<file path="src/rtl/bp_me_pkg.sv">
// Shared types for the CCE mem_cmd admission gate.
package bp_me_pkg;

  typedef enum logic [0:0] {
    e_wait_calib,
    e_run
  } bp_me_cmd_gate_state_e;

endpackage

</file>
<file path="src/rtl/bp_me_cmd_gate_fifo.sv">
// Two-entry queue: ready-valid on input, valid-yumi on output.
// ready_o depends only on registered state, so there is no input-to-ready path.
module bp_me_cmd_gate_fifo #(
  parameter int width_p = 8
) (
  input  logic               clk_i,
  input  logic               reset_i,
  input  logic [width_p-1:0] data_i,
  input  logic               v_i,
  output logic               ready_o,
  output logic [width_p-1:0] data_o,
  output logic               v_o,
  input  logic               yumi_i
);

  logic [width_p-1:0] mem_q [2];
  logic               wptr_q, wptr_d;
  logic               rptr_q, rptr_d;
  logic [1:0]         count_q, count_d;
  logic               init_q;
  logic               enq, deq;

  // init_q keeps ready low while reset is held and releases it one edge later
  assign ready_o = init_q & (count_q != 2'd2);
  assign v_o     = (count_q != 2'd0);
  assign data_o  = mem_q[rptr_q];
  assign enq     = v_i & ready_o;
  assign deq     = yumi_i & v_o;

  always_comb begin
    wptr_d  = wptr_q;
    rptr_d  = rptr_q;
    count_d = count_q + {1'b0, enq} - {1'b0, deq};
    if (enq) wptr_d = ~wptr_q;
    if (deq) rptr_d = ~rptr_q;
  end

  always_ff @(posedge clk_i or posedge reset_i) begin
    if (reset_i) begin
      for (int unsigned i = 0; i < 2; i++) mem_q[i] <= '0;
      wptr_q  <= 1'b0;
      rptr_q  <= 1'b0;
      count_q <= '0;
      init_q  <= 1'b0;
    end else begin
      if (enq) mem_q[wptr_q] <= data_i;
      wptr_q  <= wptr_d;
      rptr_q  <= rptr_d;
      count_q <= count_d;
      init_q  <= 1'b1;
    end
  end

endmodule

</file>
<file path="src/rtl/bp_me_mem_cmd_gate.sv">
// Holds CCE memory commands until DDR calibration has been stable long enough,
// and caps in-flight commands so the converter's tag FIFO cannot overflow.
module bp_me_mem_cmd_gate
  import bp_me_pkg::*;
#(
  parameter int mem_msg_width_p       = 32,
  parameter int max_outstanding_p     = 4,
  parameter int calib_stable_cycles_p = 16,
  localparam int out_width_lp         = $clog2(max_outstanding_p + 1),
  localparam int stable_width_lp      = $clog2(calib_stable_cycles_p + 1)
) (
  input  logic                       clk_i,
  input  logic                       reset_i,
  input  logic [mem_msg_width_p-1:0] mem_cmd_i,
  input  logic                       mem_cmd_v_i,
  output logic                       mem_cmd_ready_o,
  output logic [mem_msg_width_p-1:0] mem_cmd_o,
  output logic                       mem_cmd_v_o,
  input  logic                       mem_cmd_yumi_i,
  input  logic                       mem_resp_v_i,
  input  logic                       mem_resp_yumi_i,
  input  logic                       calib_complete_i,
  output logic                       calib_done_o,
  output logic [out_width_lp-1:0]    outstanding_o
);

  localparam logic [stable_width_lp-1:0] stable_max_lp  = stable_width_lp'(calib_stable_cycles_p);
  localparam logic [stable_width_lp-1:0] stable_last_lp = stable_width_lp'(calib_stable_cycles_p - 1);
  localparam logic [out_width_lp-1:0]    out_max_lp     = out_width_lp'(max_outstanding_p);
  localparam logic [out_width_lp-1:0]    out_one_lp     = out_width_lp'(1);

  bp_me_cmd_gate_state_e state_q, state_d;
  logic [stable_width_lp-1:0] stable_q, stable_d;
  logic [out_width_lp-1:0]    out_q, out_d;
  logic                       fifo_v;
  logic                       resp_hs;

  bp_me_cmd_gate_fifo #(
    .width_p (mem_msg_width_p)
  ) fifo (
    .clk_i   (clk_i),
    .reset_i (reset_i),
    .data_i  (mem_cmd_i),
    .v_i     (mem_cmd_v_i),
    .ready_o (mem_cmd_ready_o),
    .data_o  (mem_cmd_o),
    .v_o     (fifo_v),
    .yumi_i  (mem_cmd_yumi_i)
  );

  assign resp_hs       = mem_resp_v_i & mem_resp_yumi_i;
  assign calib_done_o  = (state_q == e_run);
  assign outstanding_o = out_q;
  assign mem_cmd_v_o   = fifo_v & (state_q == e_run) & (out_q < out_max_lp);

  always_comb begin
    stable_d = stable_q;
    if (!calib_complete_i)             stable_d = '0;
    else if (stable_q != stable_max_lp) stable_d = stable_q + 1'b1;
  end

  always_comb begin
    state_d = state_q;
    case (state_q)
      e_wait_calib: if (calib_complete_i && stable_q == stable_last_lp) state_d = e_run;
      e_run:        if (!calib_complete_i) state_d = e_wait_calib;
      default:      state_d = e_wait_calib;
    endcase
  end

  // Issue and response in the same cycle cancel; a stray response at zero is held.
  always_comb begin
    out_d = out_q;
    case ({mem_cmd_yumi_i, resp_hs})
      2'b10:   out_d = out_q + out_one_lp;
      2'b01:   if (out_q != '0) out_d = out_q - out_one_lp;
      default: out_d = out_q;
    endcase
  end

  always_ff @(posedge clk_i or posedge reset_i) begin
    if (reset_i) begin
      state_q  <= e_wait_calib;
      stable_q <= '0;
      out_q    <= '0;
    end else begin
      state_q  <= state_d;
      stable_q <= stable_d;
      out_q    <= out_d;
    end
  end

  resp_underflow_a: assert property (@(posedge clk_i) disable iff (reset_i)
    !(resp_hs && !mem_cmd_yumi_i && out_q == '0))
    else $error("response handshake with no command outstanding");

endmodule

</file>
<file path="config.mk">
export PLATFORM = sky130hd
export DESIGN_NAME = bp_me_mem_cmd_gate
export DESIGN_NICKNAME = d
export VERILOG_FILES = /design/src/rtl/bp_me_pkg.sv /design/src/rtl/bp_me_cmd_gate_fifo.sv /design/src/rtl/bp_me_mem_cmd_gate.sv
export SDC_FILE = /design/constraint.sdc
export NUM_CORES = 1
export LEC_CHECK = 0
export ABC_AREA = 1
export BUFFER_PORTS_ARGS = -buffer_cell sky130_fd_sc_hd__buf_2
export CORE_MARGIN = 2
export CORE_UTILIZATION = 37
export DETAILED_ROUTE_END_ITERATION = 16
export SLEW_MARGIN = 20
export SYNTH_ARGS = -nofsm -noshare
export SYNTH_HDL_FRONTEND = slang
export SYNTH_SLANG_ARGS = --single-unit
</file>
<file path="constraint.sdc">
create_clock -name clk_i -period 5.6 [get_ports clk_i]
set_input_delay 1.4 -clock clk_i [delete_from_list [all_inputs] [get_ports clk_i]]
set_output_delay 1.4 -clock clk_i [all_outputs]
set_load 0.03 [all_outputs]
</file>
==> results of run 1 <==
==> cells in the final DEF (no fill, tap or decap), types with 2 or more instances in the layout <==
cell type / count
nand2_1: 178
dfrtp_1: 78
buf_2: 76
inv_1: 47
o21ai_1: 41
o21ai_2: 23
clkbuf_8: 10
nor2_1: 9
nand3_1: 8
ha_1: 5
o21ai_0: 4
buf_4: 4
xor2_1: 2
a21oi_1: 2
xnor2_1: 2
clkinv_2: 2
clkinvlp_4: 2
==> through the flow <==
stage,util (%),hold WS [ps],cells,area [um^2],setup WS (ps)
4_1_cts,44.2,488,637,4260,2070
3_3_place_gp,42.1,464,621,4060,2470
2_1_floorplan,-,455,428,3610,2200
6_report,44.2,483,637,4260,2120
3_5_place_dp,42.1,468,621,4060,2460
5_1_grt,44.2,506,637,4260,1890
==> critical path, delay by kind of cell, from the launching register on <==
| kind | cells | cell delay [ps] |
|---|---|---|
| buffers and inverters | 2 | 1010 |
| and+or+nand+nor | 2 | 370 |
| DFF | 1 | 350 |
==> flip-flops by register name (all words and copies together), names as in the netlist <==
register / count
fifo.mem_q: 64
stable_q: 5
outstanding_o: 3
fifo.count_q: 2
calib_done_o: 1
fifo.init_q: 1
fifo.rptr_q: 1
fifo.wptr_q: 1
==> logic make-up (layout without fill, tap and decap cells) <==
family,count (synthesis),in the layout
xor+xnor,4,4
flops,78,78
fa+ha+maj,6,6
other cells,1,1
compound gates,71,71
simple gates,198,198
buf+inv,70,146
==> per-layer routing <==
metal	track usage [%]	up-vias
met5	0	-
met1	20.3	1303
met3	3.66	12
met2	23.5	65
met4	5.16	0
li1	-	1457
==> report_power, final <==
group	internal [mW]	switching (mW)
registers	0.805	0.131
clock network	0.218	0.205
logic	0.369	0.820
total	1.39	1.16
==> area by class of cell <==
type / instances / area [um^2]
multi-input combinational: 280 / 1340
clock inverter: 5 / 58.8
inverter: 50 / 189
fill: 1030 / 5380
timing repair buffer: 80 / 410
sequential: 78 / 1950
clock buffer: 11 / 141
tap: 133 / 166
==> final timing paths <==
check / slack (ps) / end / cells after the start
worst max-delay path: 2120 / mem_cmd_o[18] / 4
worst min-delay path: 480 / fifo.mem_q[56]$_DFFE_PP0P_ / 2
worst max register to register: 3850 / fifo.rptr_q$_DFFE_PP0P_ / 2
worst min register to register: 480 / fifo.mem_q[56]$_DFFE_PP0P_ / 2
max in group asynchronous: 3530 / fifo.mem_q[30]$_DFFE_PP0P_ / 3
min in group asynchronous: 1080 / outstanding_o[0]$_DFFE_PP0P_ / 2
==> results by stage, run 1 <==
Setup path:
- The slowest cell on the critical path is clkinv_1.
- The critical path capture point type is a primary output.
- Traced cell by cell, the critical path runs through clkinv_1, nand2_1, nand2_1, buf_2.
- The kind of critical path is reg -> out.
- The worst setup path is launched from a register.
- The cell seen most often among critical-path stages is nand2_1.
- For this run, the slowest stage of the critical path takes 820 ps.
- The critical path startpoint is fifo.rptr_q$_DFFE_PP0P_.
- STA puts the critical path data required time at 4200 ps.
- STA puts the critical path data arrival time at 2080 ps.
- The source of the worst register-to-register timing path is fifo.rptr_q$_DFFE_PP0P_.
- Of all nets on the critical path, the largest fanout is 33.

Min path:
- The startpoint of the tightest hold check path is fifo.mem_q[56]$_DFFE_PP0P_.
- The path class of the tightest hold or removal check is reg -> reg.

Status:
- The run finished with clean final reports.

Synth:
- After synthesis the netlist holds a flip-flop and latch count of 78.
- The share of synthesized area spent on multiplexers is 0%.
- The number of warnings reported in the yosys synthesis log is 0.
- In this run, distinct cell masters in the synthesized netlist total 24.
- The largest area contributor in the netlist is dfrtp_1.
- The number of synthesized flops with an enable pin is 0.
- For this run, the register share of the synthesized area comes to 54.1%.
- The most frequently used flop master after synthesis is dfrtp_1.
- The combined area of all synthesized cells is 3610 um^2.
- Summing the areas of all and, or, nand and nor instances in the mapped netlist gives 21.2% of the synthesized area.
- The synthesized netlist devotes 0.971% of its cell area to XOR and XNOR gates.
- The largest family of logic cells by synthesized area is simple AND/OR/NAND/NOR gates.
- The adder-cell share of the synthesized area is 2.29%.
- The proportion of netlist area held by the largest area contributor is 54.1%.
- After technology mapping, the gate count stands at 428.
- Counting instances in the post-synthesis netlist gives the leading cell types as nand2_1, dfrtp_1, inv_1, o21ai_1, o21ai_2.
- Yosys attributes the largest share of cell area to dfrtp_1, nand2_1, o21ai_1.
- The proportion of synthesized flip-flops having asynchronous set or reset is 100%.
- The synthesized area per cell is 8.43 um^2.
- The post-synthesis compound-gate area fraction is 12.6%.
- The most common cell in the netlist is nand2_1.
- The net count after synthesis is 473.

STA:
- The count of final max-slew check failures is 0.
- Setup repair after global routing left no endpoint under its margin.
- The worst path uses 62.1% of the clock period.
- The minimum clock period after layout is 3480 ps.
- Across the routed clock network, the largest skew measured is 11.7 ps.
- For the pin with the worst max-slew slack, the measured transition is 1060 ps.
- The relative slew slack is 28.6%.
- For this run, the top clock speed supported by timing is 287 MHz.
- The final total negative setup slack is 0 ps.
- The final-report setup violation count is 0.
- The number of failing hold endpoints at the final stage is 0.

Clock network:
- In this run the post-CTS setup repair buffer count came out at 0.
- TritonCTS built the clock tree.
- Counting every sink on the clock net gives 78.
- The number of clock buffers added by TritonCTS is 9.
- The count of H-tree levels built during CTS is 3.
- Once the clock tree was built, the resizer swapped 0 gates to a different size.
- The clock edge transition at the registers on the reported setup and hold paths is 80 ps.
- CTS placed an instance of clkbuf_8 at the clock tree root.
- The maximum buffer depth of the clock tree is 2.
- Clock latency on the worst-skew pair, taken at its later pin, is 350 ps.
- The number of buffers inserted for hold repair after clock tree synthesis is 0.

Global route:
- For this run, the total global-route usage over all layers was measured as 14.9%.
- Entering global routing, the biggest net connects 66 pins.
- The number of global-route vias before repair is 2660.
- The number of antenna violations at the first check in global routing came to 0.
- The first global-routing pass estimated 12.2 mm of wire.
- For this run the aggregate overflow at the end of global routing stands at 0.

Route:
- After detailed routing, the average wire length per cell comes to 11.6 um.
- For this block, the routed nets add up to 7.40 mm of wire.
- The number of design rule violations left after detail routing is 0.
- The met2 wire length is 3.34 mm.
- The highest routed metal layer is met4.
- The via density per instance is 4.45.
- The detailed-router iteration count before antenna repair is 4.
- The met1 routed wirelength after detailed routing is 3.58 mm.
- The met3 wire length is 344 um.
- In this run the remaining antenna-violating nets after routing total 0.
- The DRC violation total after the first TritonRoute iteration is 162.
- The routed layout has 2837 vias.

Placement:
- Input and output buffers added on the ports amount to 76.
- The congestion estimate from routability-driven global placement came to 0.700.
- The detailed placer's ending HPWL is 4.79 mm.

Floorplanning:
- For this configuration, the core starts out at a cell density of 37.4%.
- The chip height is 103 um.
- The number of rows created at floorplan is 36.
- The area of the die is 10600 um^2.
- The core box area is 9640 um^2.
- Measured along the x axis, the die boundary spans 103 um.
- The number of primary I/O pins is 77.

Cells and area:
- Of the cells placed in the final design, the portion with a size suffix greater than 1 is 24.2%.
- The number of antenna diodes is 0.
- The area growth from synthesis to layout is 18.0%.
- At the end of the flow, the number of nets in the layout was 544.

Power:
- The static leakage is 2.37 nW.
- Power comes to 2.55 mW.
- The ratio of total power to cell area is 598 nW/um^2.
- Across the VDD grid, the largest voltage drop is 0.231 mV.

Run:
- The reported max-cap violation count is 0.
Power figures use the tool's default switching activity.
==> inputs of run 2 (changes only) <==
Clock period 5.6 ns to 3.2 ns, I/O delays scaled along.
==> run 2 against run 1 <==
- register-to-register slack worse by 2500 ps
- die area did not move
- highest routed layer unchanged
- critical path type unchanged
- hold slack got worse by 0.51 ps
- non-clock buffer count rose by 2
- first-iteration DRC count fell by 10%
- final cell count is 0.31% higher
==> results by stage, run 2 (synthesized netlist as in run 1, its figures left out) <==
STA:
- The final critical path takes up 79.4% of the cycle.
- The count of final max-slew check failures is 0.
- Setup violations remaining at the end of the flow were counted as 0.
- The number of failing hold endpoints at the final stage is 0.
- The maximum achievable frequency is 394 MHz.
- The final total negative setup slack is 0 ps.
- Clock skew on the completed layout was measured at 7.68 ps.
- Setup repair after global routing left no endpoint under its margin.
- In this run the tightest slew margin relative to its limit is 47.0%.
- The minimum clock period after layout is 2540 ps.
- The post-route worst setup slack is 660 ps.
- The actual slew at the worst max-slew pin is 796 ps.

Power:
- The static leakage is 2.40 nW.
- Dividing total power by cell area gives a power density of 1050 nW/um^2.
- The largest vdd supply drop is 0.425 mV.
- The completed layout was analyzed and its total power is 4.55 mW.

Clock network:
- For the worst-skew pair, the clock arrives at the later sink with an insertion delay of 350 ps.
- In this run the post-CTS setup repair buffer count came out at 0.
- The number of buffers inserted for hold repair after clock tree synthesis is 0.
- The clock sink total is 78.
- The number of buffers inserted during clock tree synthesis is 9.
- The count of H-tree levels built during CTS is 3.
- The maximum buffer depth of the clock tree is 2.
- After clock tree synthesis, the repair step resized 0 gates.
- The clock edge transition at the registers on the reported setup and hold paths is 80 ps.
- The clock tree root driver cell is clkbuf_8.
- The clock tree from TritonCTS is yes.

Global route:
- The number of antenna violations at the first check in global routing is 0.
- For this run the aggregate overflow at the end of global routing stands at 0.
- The overall fraction of global-route tracks in use is 15.2%.
- The first global-routing pass estimated 12.5 mm of wire.
- The number of global-route vias before repair came to 2801.
- Entering global routing, the biggest net connects 66 pins.

Setup path:
- The arrival time at the worst endpoint is 1740 ps.
- STA puts the critical path data required time at 2400 ps.
- The depth of the worst register-to-register path is 5.
- The largest single stage delay on the critical path is 650 ps.
- STA classifies the critical path endpoint as a primary output.
- The kind of critical path is reg -> out.
- The slowest cell on the critical path is dfrtp_1.
- In this design, the critical path's most frequently occurring cell is nand2_1.
- The maximum net fanout on the critical path is 20.
- The critical path goes through clkinv_1, buf_4, nand2_1, nand2_1, buf_2.
- STA classifies the critical path startpoint as a register.

Route:
- After detailed routing, the number of remaining DRC violations is 0.
- The count of nets left with antenna violations after detail routing is 0.
- The average wire per cell in the routed design is 11.8 um.
- Summing over every cut layer, the via total after detailed routing is 2831.
- The final layout contains routed wiring with a total length of 7.51 mm.
- The via density per instance is 4.43.
- The first routing iteration left 145 violations.
- Before antenna repair, the detailed router went through 4 iterations.

Placement:
- The setup slack after placement is 1010 ps.
- The count of buffers inserted at the top-level ports is 76.
- The detailed placer's ending HPWL is 5.10 mm.
- The cell area after placement is 4100 um^2.
- The routability congestion estimate is 0.722.

Cells and area:
- fifo.mem_q holds more flip-flops than any other register.
- The ratio of cells with drive above 1 in the final layout is 24.3%.
- 0 antenna diodes ended up in the layout.
- The number of flip-flops under the largest register name is 64.
- The area occupied by multi-input gates is 1340 um^2.
- For this run, the share of the core covered by cells in the final layout is 44.8%.
- The count of nets after finishing is 546.
- The area of all sequential standard cells is 1950 um^2.
- After routing the design area is 4310 um^2.
- After filler insertion, the fill cell instance count of the layout stands at 1027.
- In the layout the commonest cells are nand2_1, dfrtp_1, buf_2.
- The synthesis-to-finish area growth is 19.5%.
- The most frequent standard cell in the layout excluding fill and tap cells is nand2_1.

Floorplanning:
- The number of rows created at floorplan is 36.
- In this run the standard cell core region covers 9640 um^2.
- For this configuration, the core starts out at a cell density of 37.4%.
- The die is 103 um tall.
- From left edge to right edge, the die measures 103 um.
- 77 I/O pins were placed.
- The die covers 10600 um^2.

Status:
- The run finished with clean final reports.

Min path:
- The worst hold path passes through 2 cells.
- The tightest min-delay check is of the reg -> reg type.

Run:
- Max-cap violations in this run came to 0.
run 2: changes by cell type in the layout (fill, tap and decap cells not counted), sizes merged:
cell,before,now
bufinv,1,2
clkinv,4,3
buf,80,82
run 2: final timing paths:
check / from / end / slack, ps
worst max-delay path: fifo.rptr_q$_DFFE_PP0P_ / mem_cmd_o[12] / 660
worst min-delay path: fifo.mem_q[46]$_DFFE_PP0P_ / fifo.mem_q[46]$_DFFE_PP0P_ / 480
worst max register to register: fifo.count_q[1]$_DFF_PP0_ / fifo.mem_q[27]$_DFFE_PP0P_ / 1350
worst min register to register: fifo.mem_q[46]$_DFFE_PP0P_ / fifo.mem_q[46]$_DFFE_PP0P_ / 480
max in group asynchronous: reset_i / fifo.mem_q[23]$_DFFE_PP0P_ / 2010
min in group asynchronous: reset_i / outstanding_o[1]$_DFFE_PP0P_ / 530
run 2: critical path, delay by kind of cell (launching register included):
kind                   cells  cell delay, ps
and+or+nand+nor            2             150
buffers and inverters      3             610
DFF                        1             650
run 2: cell type report:
class	instances	share of cell area [%]
multi-input cells	280	31.1
flip-flops and latches	78	45.2
well taps	133	3.86
inverters	50	4.38
repair buffers	82	10.4
clock inverters	5	1.94
clock buffers	11	3.05
run 2: where the power goes:
| group | switching (mW) | total [mW] | internal, mW |
|---|---|---|---|
| registers | 0.264 | 1.67 | 1.41 |
| clock network | 0.363 | 0.804 | 0.441 |
| logic | 1.40 | 2.07 | 0.666 |
run 2: layer usage:
layer | vias to the layer above | track usage (%) | part of all wire (%)
met5 | - | 0 | 0
met4 | 0 | 7.19 | 1.9
met3 | 10 | 3.19 | 4.8
met2 | 73 | 24.3 | 46
met1 | 1281 | 19.9 | 47
li1 | 1467 | - | -
run 2: metrics by stage:
stage	hold slack, ps	instances
6_report	483	639
5_1_grt	510	639
4_1_cts	488	639
3_5_place_dp	468	623
3_3_place_gp	465	623
2_1_floorplan	455	428
==> inputs of run 3 (changes only) <==
Settings changed: ABC_AREA 1 to 0.
Clock period 3.2 ns to 2.1 ns, I/O delays scaled along.
==> run 3 against run 2 <==
- largest power group unchanged
- critical path type unchanged
- power up 64%
- sequential cell count unchanged
- first-iteration DRC count down 75%
==> results by stage, run 3 <==
Status:
- The flow ran to the end, and the final reports show no timing, DRC or antenna violations.

Global route:
- The number of global-route vias before repair came to 2431.
- Entering global routing, the biggest net connects 79 pins.
- Global routing used 13.9% of the available tracks.
- The first global-routing pass estimated 11.9 mm of wire.
- The number of antenna violations at the first check in global routing is 0.
- The remaining global-route overflow is 0.

Clock network:
- The clock passes through at most 2 buffers.
- Buffers inserted during clock tree synthesis total 9.
- TritonCTS built the clock tree.
- The H-tree generated during clock tree synthesis spans 3 levels.
- The clock reaches the later pin of the worst-skew pair after 340 ps.
- The clock edge transition at the registers on the reported setup and hold paths is 80 ps.
- The clock sink total is 78.
- After clock tree synthesis, the setup repair step added 0 buffers.
- Clock tree synthesis selected as its root buffer the cell clkbuf_8.
- For this design, the CTS-stage hold fixing added 0 buffers.

Cells and area:
- The final standard cell area without fillers is 4490 um^2.
- The count of nets after finishing is 378.
- The library cell used most frequently in the layout, excluding fill and tap cells, is dfrtp_1.
- The count of filler cells inserted in the layout is 913.
- The ratio of cells with drive above 1 in the final layout is 59.2%.
- The area occupied by multi-input gates is 1620 um^2.
- The final cell count without fillers is 471.
- Leaving out fill and tap cells, the most frequent cells in the layout are dfrtp_1, buf_2, mux2_2.
- Once layout is complete, the utilization of the core stands at 46.2%.
- The number of antenna diodes is 0.
- The synthesis-to-finish area growth is 21.8%.
- The most flop-heavy register is fifo.mem_q.
- Summing all flip-flop and latch instances after layout gives 1950 um^2.
- The number of flip-flops under the largest register name is 64.

Floorplanning:
- In this run the core area contains 36 standard-cell rows.
- From left edge to right edge, the die measures 104 um.
- The core box area is 9730 um^2.
- The starting density of the core is 37.9%.
- The number of primary I/O pins is 77.
- The area of the die is 10800 um^2.
- The chip height is 104 um.

STA:
- Setup repair after global routing left no endpoint under its margin.
- The count of final max-slew check failures is 0.
- The final clock period utilization by the worst path is 96.3%.
- The number of failing hold endpoints at the final stage is 0.
- Across the routed clock network, the largest skew measured is 7.22 ps.
- Setup violations remaining at the end of the flow were counted as 0.
- The minimum clock period after layout is 2020 ps.
- The maximum achievable frequency is 495 MHz.

Power:
- Per report_power, the sequential group accounts for 34.5% of the total.
- The relative contribution of the clock network to total power is 16.4%.
- The cell-internal power is 4.60 mW.
- The static leakage is 2.12 nW.
- The switching power summed over all nets is 2.87 mW.
- In this run the power density over the cells is 1660 nW/um^2.
- The largest vdd supply drop is 0.717 mV.
- The combinational fraction of design power is 49.1%.
- Of the total power, the share spent switching nets is 38.4%.

Synth:
- Yosys mapped the design onto 40 distinct sky130hd cell types.
- Summed over its instances, the top area cell type makes up 52.9% of the synthesized netlist area.
- The number of warnings reported in the yosys synthesis log is 0.
- The synthesized design contains 0 enable-type register cells.
- The combined area of all synthesized cells is 3690 um^2.
- By count the netlist is led by dfrtp_1, mux2_2, mux2_4, inv_1, buf_2.
- Sequential cells were found to cover 52.9% of the synthesized design area.
- The largest area contributor in the netlist is dfrtp_1.
- Each instance of the synthesized netlist takes up on average 14.9 um^2.
- The proportion of synthesized flip-flops having asynchronous set or reset is 100%.
- The most used flip-flop cell after synthesis is dfrtp_1.
- When the netlist entered floorplanning its net count stood at 293.
- After synthesis the netlist holds a flip-flop and latch count of 78.
- The most common cell in the netlist is dfrtp_1.
- By area the synthesized netlist is led by dfrtp_1, mux2_2, mux2_4.
- The number of standard cells after synthesis is 248.

Min path:
- The class of the tightest hold or removal check is in -> async.

Setup path:
- The highest cell delay on the worst timing path is 380 ps.
- The startpoint type of the worst setup path is a register.
- The depth of the critical timing path with buffers and inverters included is 3.
- The slowest cell on the critical path is dfrtp_1.
- The buffering stage count on the worst path with inverters included is 2.
- Data on the critical path arrives at its endpoint at 1500 ps.
- The worst setup path is captured at a primary output.
- The depth of the worst register-to-register path is 5.
- Traced cell by cell, the critical path runs through buf_8, mux2_2, buf_2.
- Along the worst path, the maximum fanout reaches 22.
- The required arrival time at the worst endpoint is 1570 ps.
- Broken down by cell family, the worst path's largest delay share belongs to buffers and inverters.
- The kind of critical path is reg -> out.

Route:
- After detailed routing, the number of remaining DRC violations is 0.
- The count of nets left with antenna violations once routing finished came out at 0.
- The average wire per cell in the routed design is 14.9 um.
- After the first detailed-routing iteration, the DRC count stood at 36.
- The total length of routed wires is 7.01 mm.
- The number of vias in the routed layout is 2189.
- The first detailed-routing pass took 4 iterations.
- In the routed layout, each cell is associated on average with a via count of 4.65.

Placement:
- In this run the tool buffered the top-level ports with 76 buffer cells.
- Detailed placement finished with a half-perimeter wire length of 4.60 mm.
- At the end of routability-driven placement, the weighted congestion stood at 0.729.
- The total instance count after detailed placement is 455.
- Summing all placed instances gives a cell area of 4270 um^2.

Run:
- The tool flagged a number of max-cap violations equal to 0.
run 3: stage by stage:
step | setup TNS (ps) | hold slack [ps] | total power, mW | setup slack [ps]
3_5_place_dp | -49.4 | 477 | 6.29 | -49.4
2_1_floorplan | 0 | 459 | 5.43 | 11.6
4_1_cts | 0 | 293 | 7.57 | 32.1
6_report | 0 | 275 | 7.47 | 78.7
3_3_place_gp | 0 | 470 | 6.22 | 14.5
5_1_grt | 0 | 291 | 7.93 | 18.3
run 3: routing by layer:
layer  wire length (um)  track usage, %
met1               3050            17.6
met3                334            5.29
met5                  0               0
met2               3550            22.5
met4                 76            3.57
run 3: layout make-up:
| cell class | instances | share of cell area, % |
|---|---|---|
| clock inverter | 5 | 1.87 |
| multi-input combinational | 149 | 36.1 |
| tap | 133 | 3.71 |
| clock buffer | 11 | 2.93 |
| sequential | 78 | 43.5 |
| inverter | 9 | 0.836 |
| timing repair buffer | 86 | 11.1 |
run 3: worst register-to-register path, delay by kind of cell (launching register included):
family | cells | cell delay (ps)
adders and majority gates | 1 | 460
buffers and inverters | 1 | 90
DFF | 1 | 430
and+or+nand+nor | 3 | 700
run 3: final timing paths:
kind / startpoint / end / slack, ps
max: fifo.rptr_q$_DFFE_PP0P_ / mem_cmd_o[16] / 80
min in group clk_i: mem_cmd_i[12] / fifo.mem_q[12]$_DFFE_PP0P_ / 410
min: reset_i / fifo.mem_q[53]$_DFFE_PP0P_ / 280
max in group asynchronous: reset_i / fifo.count_q[0]$_DFF_PP0_ / 1480
min reg2reg: fifo.mem_q[24]$_DFFE_PP0P_ / fifo.mem_q[24]$_DFFE_PP0P_ / 490
max reg2reg: outstanding_o[0]$_DFFE_PP0P_ / outstanding_o[2]$_DFFE_PP0P_ / 350
run 3: cells by family after synthesis:
kind of cell	synth area share [%]
buffers and inverters	3.19
adders and majority gates	2.24
muxes	32.9
AOI/OAI and AO/OA	1.90
and+or+nand+nor	4.82
xor gates and xnor gates	1.90
DFF	52.9
other	0.102
run 3: power groups by stage:
| stage | registers, mW | logic [mW] | clock network, mW |
|---|---|---|---|
| finish | 2.58 | 3.67 | 1.22 |
| detailed placement | 2.60 | 3.70 | 0 |
| global route | 2.67 | 3.92 | 1.33 |
| CTS | 2.58 | 3.72 | 1.27 |
| global placement | 2.57 | 3.64 | 0 |
| floorplan | 2.54 | 2.89 | 0 |
run 3: timing repair:
item	CTS	global route
pin swaps	0	0
endpoints found under the setup margin	22	7
gates resized for setup	1	1
